==> config.mk <==
export PLATFORM = sky130hd
export DESIGN_NAME = signed_cmp_arbiter
export DESIGN_NICKNAME = d
export VERILOG_FILES = /design/src/rtl/signed_cmp_arb_pkg.sv /design/src/rtl/signed_cmp_arbiter_core.sv /design/src/rtl/signed_cmp_arbiter.sv
export SDC_FILE = /design/constraint.sdc
export NUM_CORES = 1
export LEC_CHECK = 0
export CAP_MARGIN = 40
export CORE_ASPECT_RATIO = 0.9
export CORE_UTILIZATION = 48
export DETAILED_ROUTE_END_ITERATION = 8
export HOLD_SLACK_MARGIN = 0.03
export PLACE_DENSITY = 0.8
export SLEW_MARGIN = 25
export SYNTH_ARGS = -nofsm -noshare
export SYNTH_HDL_FRONTEND = slang
export SYNTH_SLANG_ARGS = --single-unit
==> constraint.sdc <==
create_clock -name clk -period 4.52 [get_ports clk]
set_input_delay 0.904 -clock clk [delete_from_list [all_inputs] [get_ports clk]]
set_output_delay 0.904 -clock clk [all_outputs]
set_load 0.03 [all_outputs]
==> src/rtl/signed_cmp_arb_pkg.sv <==
// Shared types and the round-robin pick function for signed_cmp_arbiter.
// CMP2 is only reached when SIGNED_CMP_ARB_PIPE_EN is defined.
package signed_cmp_arb_pkg;

    localparam int MAX_NREQ = 8;

    typedef enum logic [1:0] {
        IDLE = 2'd0,
        CMP  = 2'd1,
        CMP2 = 2'd2,
        RSP  = 2'd3
    } state_t;

    typedef struct packed {
        logic eq;
        logic gt;
        logic lt;
    } cmp_res_t;

    // Search begins one past the previous winner and wraps, so the last winner is served last.
    function automatic logic [MAX_NREQ-1:0] rr_pick(
        input logic [MAX_NREQ-1:0] valid,
        input logic [2:0]          last,
        input int                  nreq
    );
        logic [MAX_NREQ-1:0] grant;
        int                  idx;
        grant = '0;
        for (int k = 1; k <= MAX_NREQ; k++) begin
            idx = int'(last) + k;
            if (idx >= nreq) idx = idx - nreq;
            if (k <= nreq && grant == '0 && valid[idx[2:0]]) grant[idx[2:0]] = 1'b1;
        end
        return grant;
    endfunction

endpackage

==> src/rtl/signed_cmp_arbiter_core.sv <==
// Combinational two's-complement comparator shared by all requesters.
module cmp_signed_core #(
    parameter int W = 4
) (
    input  logic signed [W-1:0] a_i,
    input  logic signed [W-1:0] b_i,
    output logic                eq_o,
    output logic                gt_o,
    output logic                lt_o
);

    assign eq_o = (a_i == b_i);
    assign gt_o = (a_i > b_i);
    assign lt_o = (a_i < b_i);

endmodule

==> src/rtl/signed_cmp_arbiter.sv <==
// Round-robin arbiter sharing one signed comparator among NREQ requesters.
// Define SIGNED_CMP_ARB_PIPE_EN to add a CMP2 stage that registers the raw comparator outputs.
module signed_cmp_arbiter
    import signed_cmp_arb_pkg::*;
#(
    parameter int NREQ = 4,
    parameter int W    = 4,
    localparam int IDW = ($clog2(NREQ) > 1) ? $clog2(NREQ) : 1
) (
    input  logic              clk,
    input  logic              rst_n,
    input  logic [NREQ-1:0]   req_valid,
    output logic [NREQ-1:0]   req_ready,
    input  logic [NREQ*W-1:0] req_a,
    input  logic [NREQ*W-1:0] req_b,
    output logic              rsp_valid,
    input  logic              rsp_ready,
    output logic [IDW-1:0]    rsp_id,
    output logic              rsp_eq,
    output logic              rsp_gt,
    output logic              rsp_lt,
    output logic              busy
);

    state_t                state_q, state_d;
    logic [IDW-1:0]        last_q, last_d;
    logic signed [W-1:0]   a_q, b_q;
    logic [IDW-1:0]        id_q;
    logic                  rsp_valid_q, rsp_valid_d;
    logic [IDW-1:0]        rsp_id_q, rsp_id_d;
    cmp_res_t              res_q, res_d;
    cmp_res_t              core_res;
    logic                  eq_w, gt_w, lt_w;
    logic [MAX_NREQ-1:0]   valid_ext, pick;
    logic [2:0]            last_ext;
    logic [NREQ-1:0]       grant;
    logic [IDW-1:0]        grant_id;
    logic                  hs;
    logic                  load_rsp;

    always_comb begin
        valid_ext = '0;
        valid_ext[NREQ-1:0] = req_valid;
        last_ext = '0;
        last_ext[IDW-1:0] = last_q;
        pick = rr_pick(valid_ext, last_ext, NREQ);
        grant = pick[NREQ-1:0];
        grant_id = '0;
        for (int i = 0; i < NREQ; i++) begin
            if (grant[i]) grant_id = IDW'(i);
        end
    end

    assign hs = |(req_valid & req_ready);

    // Stage boundary: operand and id latch at the handshake
    always_ff @(posedge clk) begin
        if (hs) begin
            a_q  <= req_a[grant_id*W +: W];
            b_q  <= req_b[grant_id*W +: W];
            id_q <= grant_id;
        end
    end

    cmp_signed_core #(.W(W)) u_core (
        .a_i  (a_q),
        .b_i  (b_q),
        .eq_o (eq_w),
        .gt_o (gt_w),
        .lt_o (lt_w)
    );

    assign core_res = '{eq: eq_w, gt: gt_w, lt: lt_w};

`ifdef SIGNED_CMP_ARB_PIPE_EN
    cmp_res_t pipe_q;

    // Stage boundary: raw comparator flags registered in CMP
    always_ff @(posedge clk) begin
        if (state_q == CMP) pipe_q <= core_res;
    end

    assign load_rsp = (state_q == CMP2);
`else
    assign load_rsp = (state_q == CMP);
`endif

    always_ff @(posedge clk) begin
        if (!rst_n) state_q <= IDLE;
        else        state_q <= state_d;
    end

    always_comb begin
        state_d = state_q;
        unique case (state_q)
            IDLE: if (hs) state_d = CMP;
`ifdef SIGNED_CMP_ARB_PIPE_EN
            CMP:  state_d = CMP2;
            CMP2: state_d = RSP;
`else
            CMP:  state_d = RSP;
            CMP2: state_d = IDLE;
`endif
            RSP:  if (rsp_ready) state_d = IDLE;
            default: state_d = IDLE;
        endcase
    end

    // Grant is suppressed during reset so nothing handshakes while the arbiter is held.
    always_comb begin
        req_ready = '0;
        if (state_q == IDLE && rst_n) req_ready = grant;
        busy = (state_q != IDLE);
    end

    always_comb begin
        rsp_valid_d = rsp_valid_q;
        rsp_id_d    = rsp_id_q;
        res_d       = res_q;
        last_d      = last_q;
        if (load_rsp) begin
            rsp_valid_d = 1'b1;
            rsp_id_d    = id_q;
`ifdef SIGNED_CMP_ARB_PIPE_EN
            res_d       = pipe_q;
`else
            res_d       = core_res;
`endif
        end else if (state_q == RSP && rsp_ready) begin
            rsp_valid_d = 1'b0;
            last_d      = rsp_id_q;
        end
    end

    // Stage boundary: response register
    always_ff @(posedge clk) begin
        if (!rst_n) begin
            rsp_valid_q <= 1'b0;
            rsp_id_q    <= '0;
            res_q       <= '0;
            last_q      <= IDW'(NREQ - 1);
        end else begin
            rsp_valid_q <= rsp_valid_d;
            rsp_id_q    <= rsp_id_d;
            res_q       <= res_d;
            last_q      <= last_d;
        end
    end

    assign rsp_valid = rsp_valid_q;
    assign rsp_id    = rsp_id_q;
    assign rsp_eq    = res_q.eq;
    assign rsp_gt    = res_q.gt;
    assign rsp_lt    = res_q.lt;

endmodule
==> results of run 1 <==
[sequential cells by signal (all words and copies together), names as in the netlist]
name / flops
state_q: 2
rsp_eq: 1
rsp_id: 2
a_q: 4
id_q: 2
last_q: 2
rsp_lt: 1
b_q: 4
rsp_valid: 1
rsp_gt: 1
[where the power goes]
group | switching (mW) | internal [mW] | leakage, nW
Clock | 0.0629 | 0.0960 | 0.0339
Sequential | 0.0223 | 0.247 | 0.175
Combinational | 0.291 | 0.214 | 0.790
Total | 0.376 | 0.556 | 0.999
[through the flow]
| step | TNS, ns | cell area [µm²] | total power [mW] | utilization, % | hold WS (ns) |
|---|---|---|---|---|---|
| after floorplan | 0 | 1800 | 0.616 | - | 0.466 |
| after global placement | 0 | 2340 | 0.756 | 67.2 | 0.454 |
| after detailed placement | 0 | 2340 | 0.767 | 67.2 | 0.484 |
| after CTS | 0 | 2400 | 0.927 | 69.1 | 0.505 |
| after global routing | -0.0534 | 2420 | 0.987 | 69.7 | 0.517 |
| final | 0 | 2420 | 0.933 | 69.7 | 0.494 |
[final cells by class]
type                    count  share of cell area, %
well taps                  44                   2.27
inverters                  14                   2.17
flip-flops and latches     20                   20.7
repair buffers             55                   21.7
clock buffers               4                   2.74
multi-input cells         154                   50.5
[cells in the mapped netlist, drive strengths merged, types with 3 or more instances]
cell type	count	area [µm²]
nand2	26	97.6
inv	14	52.6
nor2	13	48.8
ha	12	150
mux2i	11	110
nand3	11	55.1
o211ai	11	128
dfxtp	10	200
edfxtp	10	300
o21ai	7	50.1
a21oi	5	25.0
and2	5	33.8
nor2b	5	31.3
nor3	5	46.3
buf	4	38.8
a21boi	3	22.5
a31oi	3	18.8
and3	3	23.8
mux2	3	41.3
nor4	3	18.8
o31ai	3	36.3
[final timing paths]
check	start	to	slack (ns)	depth (start not counted)
hold / removal	rsp_id[0]$_SDFFE_PN0P_	rsp_id[0]$_SDFFE_PN0P_	0.49	2
setup / recovery	req_valid[0]	req_ready[1]	0.1	9
hold reg to reg	rsp_id[0]$_SDFFE_PN0P_	rsp_id[0]$_SDFFE_PN0P_	0.49	2
setup reg to reg	last_q[1]$_SDFFE_PN1P_	b_q[2]$_DFFE_PP_	0.91	10
[cells by family after synthesis]
kind of cell / count (synthesis) / synth area share (%)
AOI/OAI and AO/OA: 47 / 24.5
and+or+nand+nor: 79 / 23.0
DFF: 20 / 27.8
muxes: 16 / 10.9
adders and majority gates: 12 / 8.33
buffers and inverters: 20 / 5.48
[critical path, delay by kind of cell]
kind,cells,cell delay [ns]
compound gates,2,0.79
buf+inv,2,0.70
mux,1,0.37
simple gates,4,0.75
[per-layer routing]
metal  GRT usage (%)  up-vias  wire length, µm
met3            4.01       12              309
met4            6.08        0               71
met2            41.6       71             2350
met5               0        -                0
met1            33.4      827             2130
li1                -      830                -
[timing repair]
item | 4_1_cts | 5_1_grt
gates resized for setup | 0 | 3
hold buffers | 0 | 0
endpoints found under the setup margin | 0 | 3
buffers inserted | 0 | 0
==> out/metrics.cfg, run 1 <==
[floorplan]
die_w_um = 66.6
die_y_um = 60.1
rows = 20
die_area_mm2 = 0.00401
initial_core_util_pct = 51.8
core_mm2 = 0.00348
pin_count = 50

[cells_and_area]
final_cell_mix = 45 x clkdlybuf4s50_1, 26 x nand2_1, 14 x inv_1, 13 x nor2_1, 12 x ha_1
n_fill_cell = 280
final_layout_size_suffix_gt1_share_pct = 17.0
nNetsFinal = 299
final_common_cell = clkdlybuf4s50_1
multiInputGateArea_mm2 = 0.00122
seq_area_um2 = 500
finalNonFillerCells = 291
area_growth_pct = 34.4
antenna_cells = 0

[yosys]
ys_seq_area_share_pct = 27.8
synthFlopType = edfxtp_1
synthesis.area_mm2 = 0.00180
ys_warn_count = 0
ys_types = 51
syn_avg_cell_area_um2 = 9.29
synth_nets = 245
synth_edf_count = 10
synth-async-reset-ratio_pct = 0
syn_inst = 194
ys_seq_elements = 20

[critical_path]
crit_chain = clkdlybuf4s50_1 -> mux2i_1 -> nor3_4 -> nor3_2 -> o21ai_2 -> o31ai_1 -> nor2_1 -> nor2_1 -> buf_4
slowest_stage = o31ai_1
required_ns = 3.62
critPathKind = in -> out
cp.arrival_ns = 3.52
cp-start-kind = input pin
critPathMostFrequentCell = nor2_1
path_max_fanout = 7
slowest_delay_ns = 0.61
cp-end-kind = output port

[cts]
clk_latency_ns = 0.26
cts_sinks = 20
root_buffer = clkbuf_8
cts_made_buffers = 3
ctsLongestPathBuffers = 2
h-tree-depth = 1
cts_tree = yes
clk_pin_slew_ns = 0.08

[global_routing]
grt_first_pass_wirelength_um = 7480
grt_max_degree = 13
grt_use_total_pct = 24.9
grt_pass1_vias = 1559
antenna_found_initial = 0
globalRouteOverflowTotal = 0

[detailed_routing]
drc = 0
drt_iter0_markers = 78
antenna_left = 0
routed_wl_um = 4870
drt-wirelength-per-cell_um = 16.7
dr_total_vias = 1740
vias_per_cell = 5.98
drt_pass1_iterations = 4

[hold_path]
hold_path_class = reg -> reg

[sta]
fmax_ghz = 0.226
finalClockSkew_ns = 0.00481
worst_slack_ns = 0.0964
slew_headroom_pct = 56.6
setup_viol_count_final = 0
hold_viol_final = 0
period_minus_slack_ns = 4.42
worst_slew_pin_slew_ns = 0.646
fin_crit_sh_pct = 97.9
slew_violations = 0

[pwr]
irDropWorstVdd_uv = 200
power_density_mw_per_mm2 = 385
p_leak_nw = 0.999

[place]
port_buffers = 49
dpl.cell_count = 287
pre_cts_slack_ns = 0.130
place.gp.congestion = 0.986
place_hpwl_um = 3810

[outcome]
status = completed

[job]
drv_cap = 0

Power figures use the tool's default switching activity.
==> inputs of run 2 (changes only) <==
SYNTH_HIERARCHICAL = 1   (was unset)
==> run 2 against run 1 <==
Fmax increased by 6.6%; clock power increased by 13%; core utilization decreased by 0.30 points; combinational power increased by 6.5%; largest power group unchanged; first-iteration DRC count increased by 59%.
==> out/metrics.cfg, run 2 <==
[detailed_routing]
routed_wl_um = 4020
antenna_left = 0
vias_per_cell = 5.66
drt_iter0_markers = 124
drc = 0
drt-wirelength-per-cell_um = 14.4
dr_total_vias = 1578
drt_pass1_iterations = 4

[yosys]
synth.most_common_cell = inv_1
synthFlopType = edfxtp_1
ys_warn_count = 6
synth_edf_count = 10
synth-async-reset-ratio_pct = 0
yosys-top-cells-count = 18 x inv_1, 17 x nand2_1, 16 x mux2i_1
synthesis.area_mm2 = 0.00173
syn_inst = 184
syn_avg_cell_area_um2 = 9.42
ys_seq_elements = 20
synth_nets = 235
synth_area_leader_cell = edfxtp_1
ys_seq_area_share_pct = 28.9
ys_types = 50
synth_area_leaders = edfxtp_1 17%, dfxtp_1 12%, mux2i_1 9.2%, ha_1 8.7%, o221ai_2 6.9%
synth_top_area_share_pct = 17.3

[pwr]
seq_power_share_pct = 28.1
intPower_mw = 0.619
irDropWorstVdd_uv = 181
power_density_mw_per_mm2 = 423
power_frac_comb_pct = 53.9
p_sw_mw = 0.379
p_leak_nw = 1.06
clock_power_share_pct = 18.0
p_sw_share_pct = 38.0

[global_routing]
antenna_found_initial = 0
grt_first_pass_wirelength_um = 6740
grt_max_degree = 13
globalRouteOverflowTotal = 0
grt_use_total_pct = 22.8
grt_pass1_vias = 1390

[sta]
slew_headroom_pct = 60.7
slew_violations = 0
fin_crit_sh_pct = 91.8
finalClockSkew_ns = 0.00592
worst_slew_pin_slew_ns = 0.589
worst_slack_ns = 0.369
period_minus_slack_ns = 4.15
final.setup.tns_ns = 0
setup_viol_count_final = 0
rsz0062_at_grt = no
hold_viol_final = 0
fmax_ghz = 0.241

[cells_and_area]
nNetsFinal = 287
largestRegisters = a_q (4), b_q (4)
finalInstanceArea_mm2 = 0.00236
final_layout_size_suffix_gt1_share_pct = 15.3
final_common_cell = clkdlybuf4s50_1
area_growth_pct = 36.1
final_cell_mix = 45 x clkdlybuf4s50_1, 18 x inv_1, 17 x nand2_1, 16 x mux2i_1, 12 x ha_1
antenna_cells = 0

[place]
place_hpwl_um = 3070
place_area_mm2 = 0.00227
pre_cts_slack_ns = 0.0624
place.gp.congestion = 1.05
port_buffers = 49

[critical_path]
cp.arrival_ns = 3.25
critPathKind = in -> out
cp-end-kind = output port
slowest_stage = clkdlybuf4s50_1
path_max_fanout = 5
cp-start-kind = input pin
slowest_delay_ns = 0.52
crit_chain = clkdlybuf4s50_1 -> mux2i_1 -> or3_4 -> a21oi_2 -> o2bb2ai_2 -> o311a_4 -> a31o_2 -> nor2b_1 -> dlymetal6s2s_1
required_ns = 3.62

[cts]
cts_made_buffers = 3
h-tree-depth = 1
clk_latency_ns = 0.26
ctsLongestPathBuffers = 2
cts_sinks = 20
root_buffer = clkbuf_8
clk_pin_slew_ns = 0.08
cts_tree = yes

[floorplan]
rows = 20
die_y_um = 59.0
die_w_um = 65.4
initial_core_util_pct = 51.0
core_mm2 = 0.00340
die_area_mm2 = 0.00386
pin_count = 50

[job]
drv_cap = 0

[outcome]
status = completed

[hold_path]
hold_path_class = reg -> reg

run 2: changes by cell type after synthesis, moves of 5 or more:
cell and delta:
nor2b_1 +6, mux2i_1 +5, o211ai_2 -8, o221ai_2 +8
nand2_1 -9
run 2: repair_timing:
| item | 4_1_cts | 5_1_grt |
|---|---|---|
| hold buffers | 0 | 0 |
| resized for setup | 0 | 6 |
| setup buffers | 0 | 0 |
| hold endpoints to repair | 0 | 0 |
| endpoints found under the setup margin | 0 | 3 |
run 2: worst max-delay path: cells and delay by family:
| family | cells | cell delay (ns) |
|---|---|---|
| and+or+nand+nor | 2 | 0.53 |
| AOI/OAI and AO/OA | 4 | 0.93 |
| muxes | 1 | 0.11 |
| buffers and inverters | 2 | 0.77 |
run 2: metal layers:
metal  vias to the layer above  part of all wire, %  global-route usage, %
li1                        777                    -                      -
met1                       700                   46                   33.6
met2                        92                   42                   32.1
met3                         9                   10                   6.15
met4                         0                  1.7                   7.45
met5                         -                    0                      0
run 2: cell type report:
cell class / instances / area, µm²
sequential: 20 / 502
clock buffer: 3 / 41.3
timing repair buffer: 54 / 533
tap: 44 / 55.1
inverter: 18 / 67.6
fill: 270 / 1040
clock inverter: 1 / 30.0
multi-input combinational: 139 / 1130
run 2: power by group through the flow:
stage | sequential, mW | combinational (mW) | clock (mW)
floorplan | 0.310 | 0.348 | 0
global placement | 0.282 | 0.524 | 0
detailed placement | 0.284 | 0.529 | 0
CTS | 0.280 | 0.535 | 0.183
global route | 0.285 | 0.588 | 0.188
finish | 0.280 | 0.538 | 0.180
run 2: through the flow:
step,hold WS (ns),total power [mW],instances,util [%]
after floorplan,0.477,0.658,184,-
after global placement,0.484,0.806,275,66.7
after detailed placement,0.511,0.813,275,66.7
after CTS,0.525,0.998,279,68.8
after global routing,0.553,1.06,279,69.4
final,0.516,0.998,279,69.4
run 2: cells by family after synthesis:
kind of cell             synth area share (%)
multiplexers                             12.9
buffers and inverters                    6.57
adder cells (fa/ha/maj)                  8.66
AND/OR/NAND/NOR                          18.5
flip-flops                               28.9
AO/OA/AOI/OAI                            24.5
run 2: path summary, 6_finish.rpt:
check / from / end / slack [ns] / cells past startpoint
setup / recovery: req_valid[1] / req_ready[0] / 0.37 / 9
setup reg to reg: last_q[1]$_SDFFE_PN1P_ / a_q[0]$_DFFE_PP_ / 0.91 / 11
hold / removal: id_q[1]$_DFFE_PP_ / rsp_id[1]$_SDFFE_PN0P_ / 0.52 / 2
hold reg to reg: id_q[1]$_DFFE_PP_ / rsp_id[1]$_SDFFE_PN0P_ / 0.52 / 2
==> inputs of run 3 (changes only) <==
CTS_BUF_LIST = sky130_fd_sc_hd__clkbuf_4 sky130_fd_sc_hd__clkbuf_8 sky130_fd_sc_hd__clkbuf_16   (was unset)
==> results of run 3 <==
Final layout, timing and power as in run 2 (identical DEF).
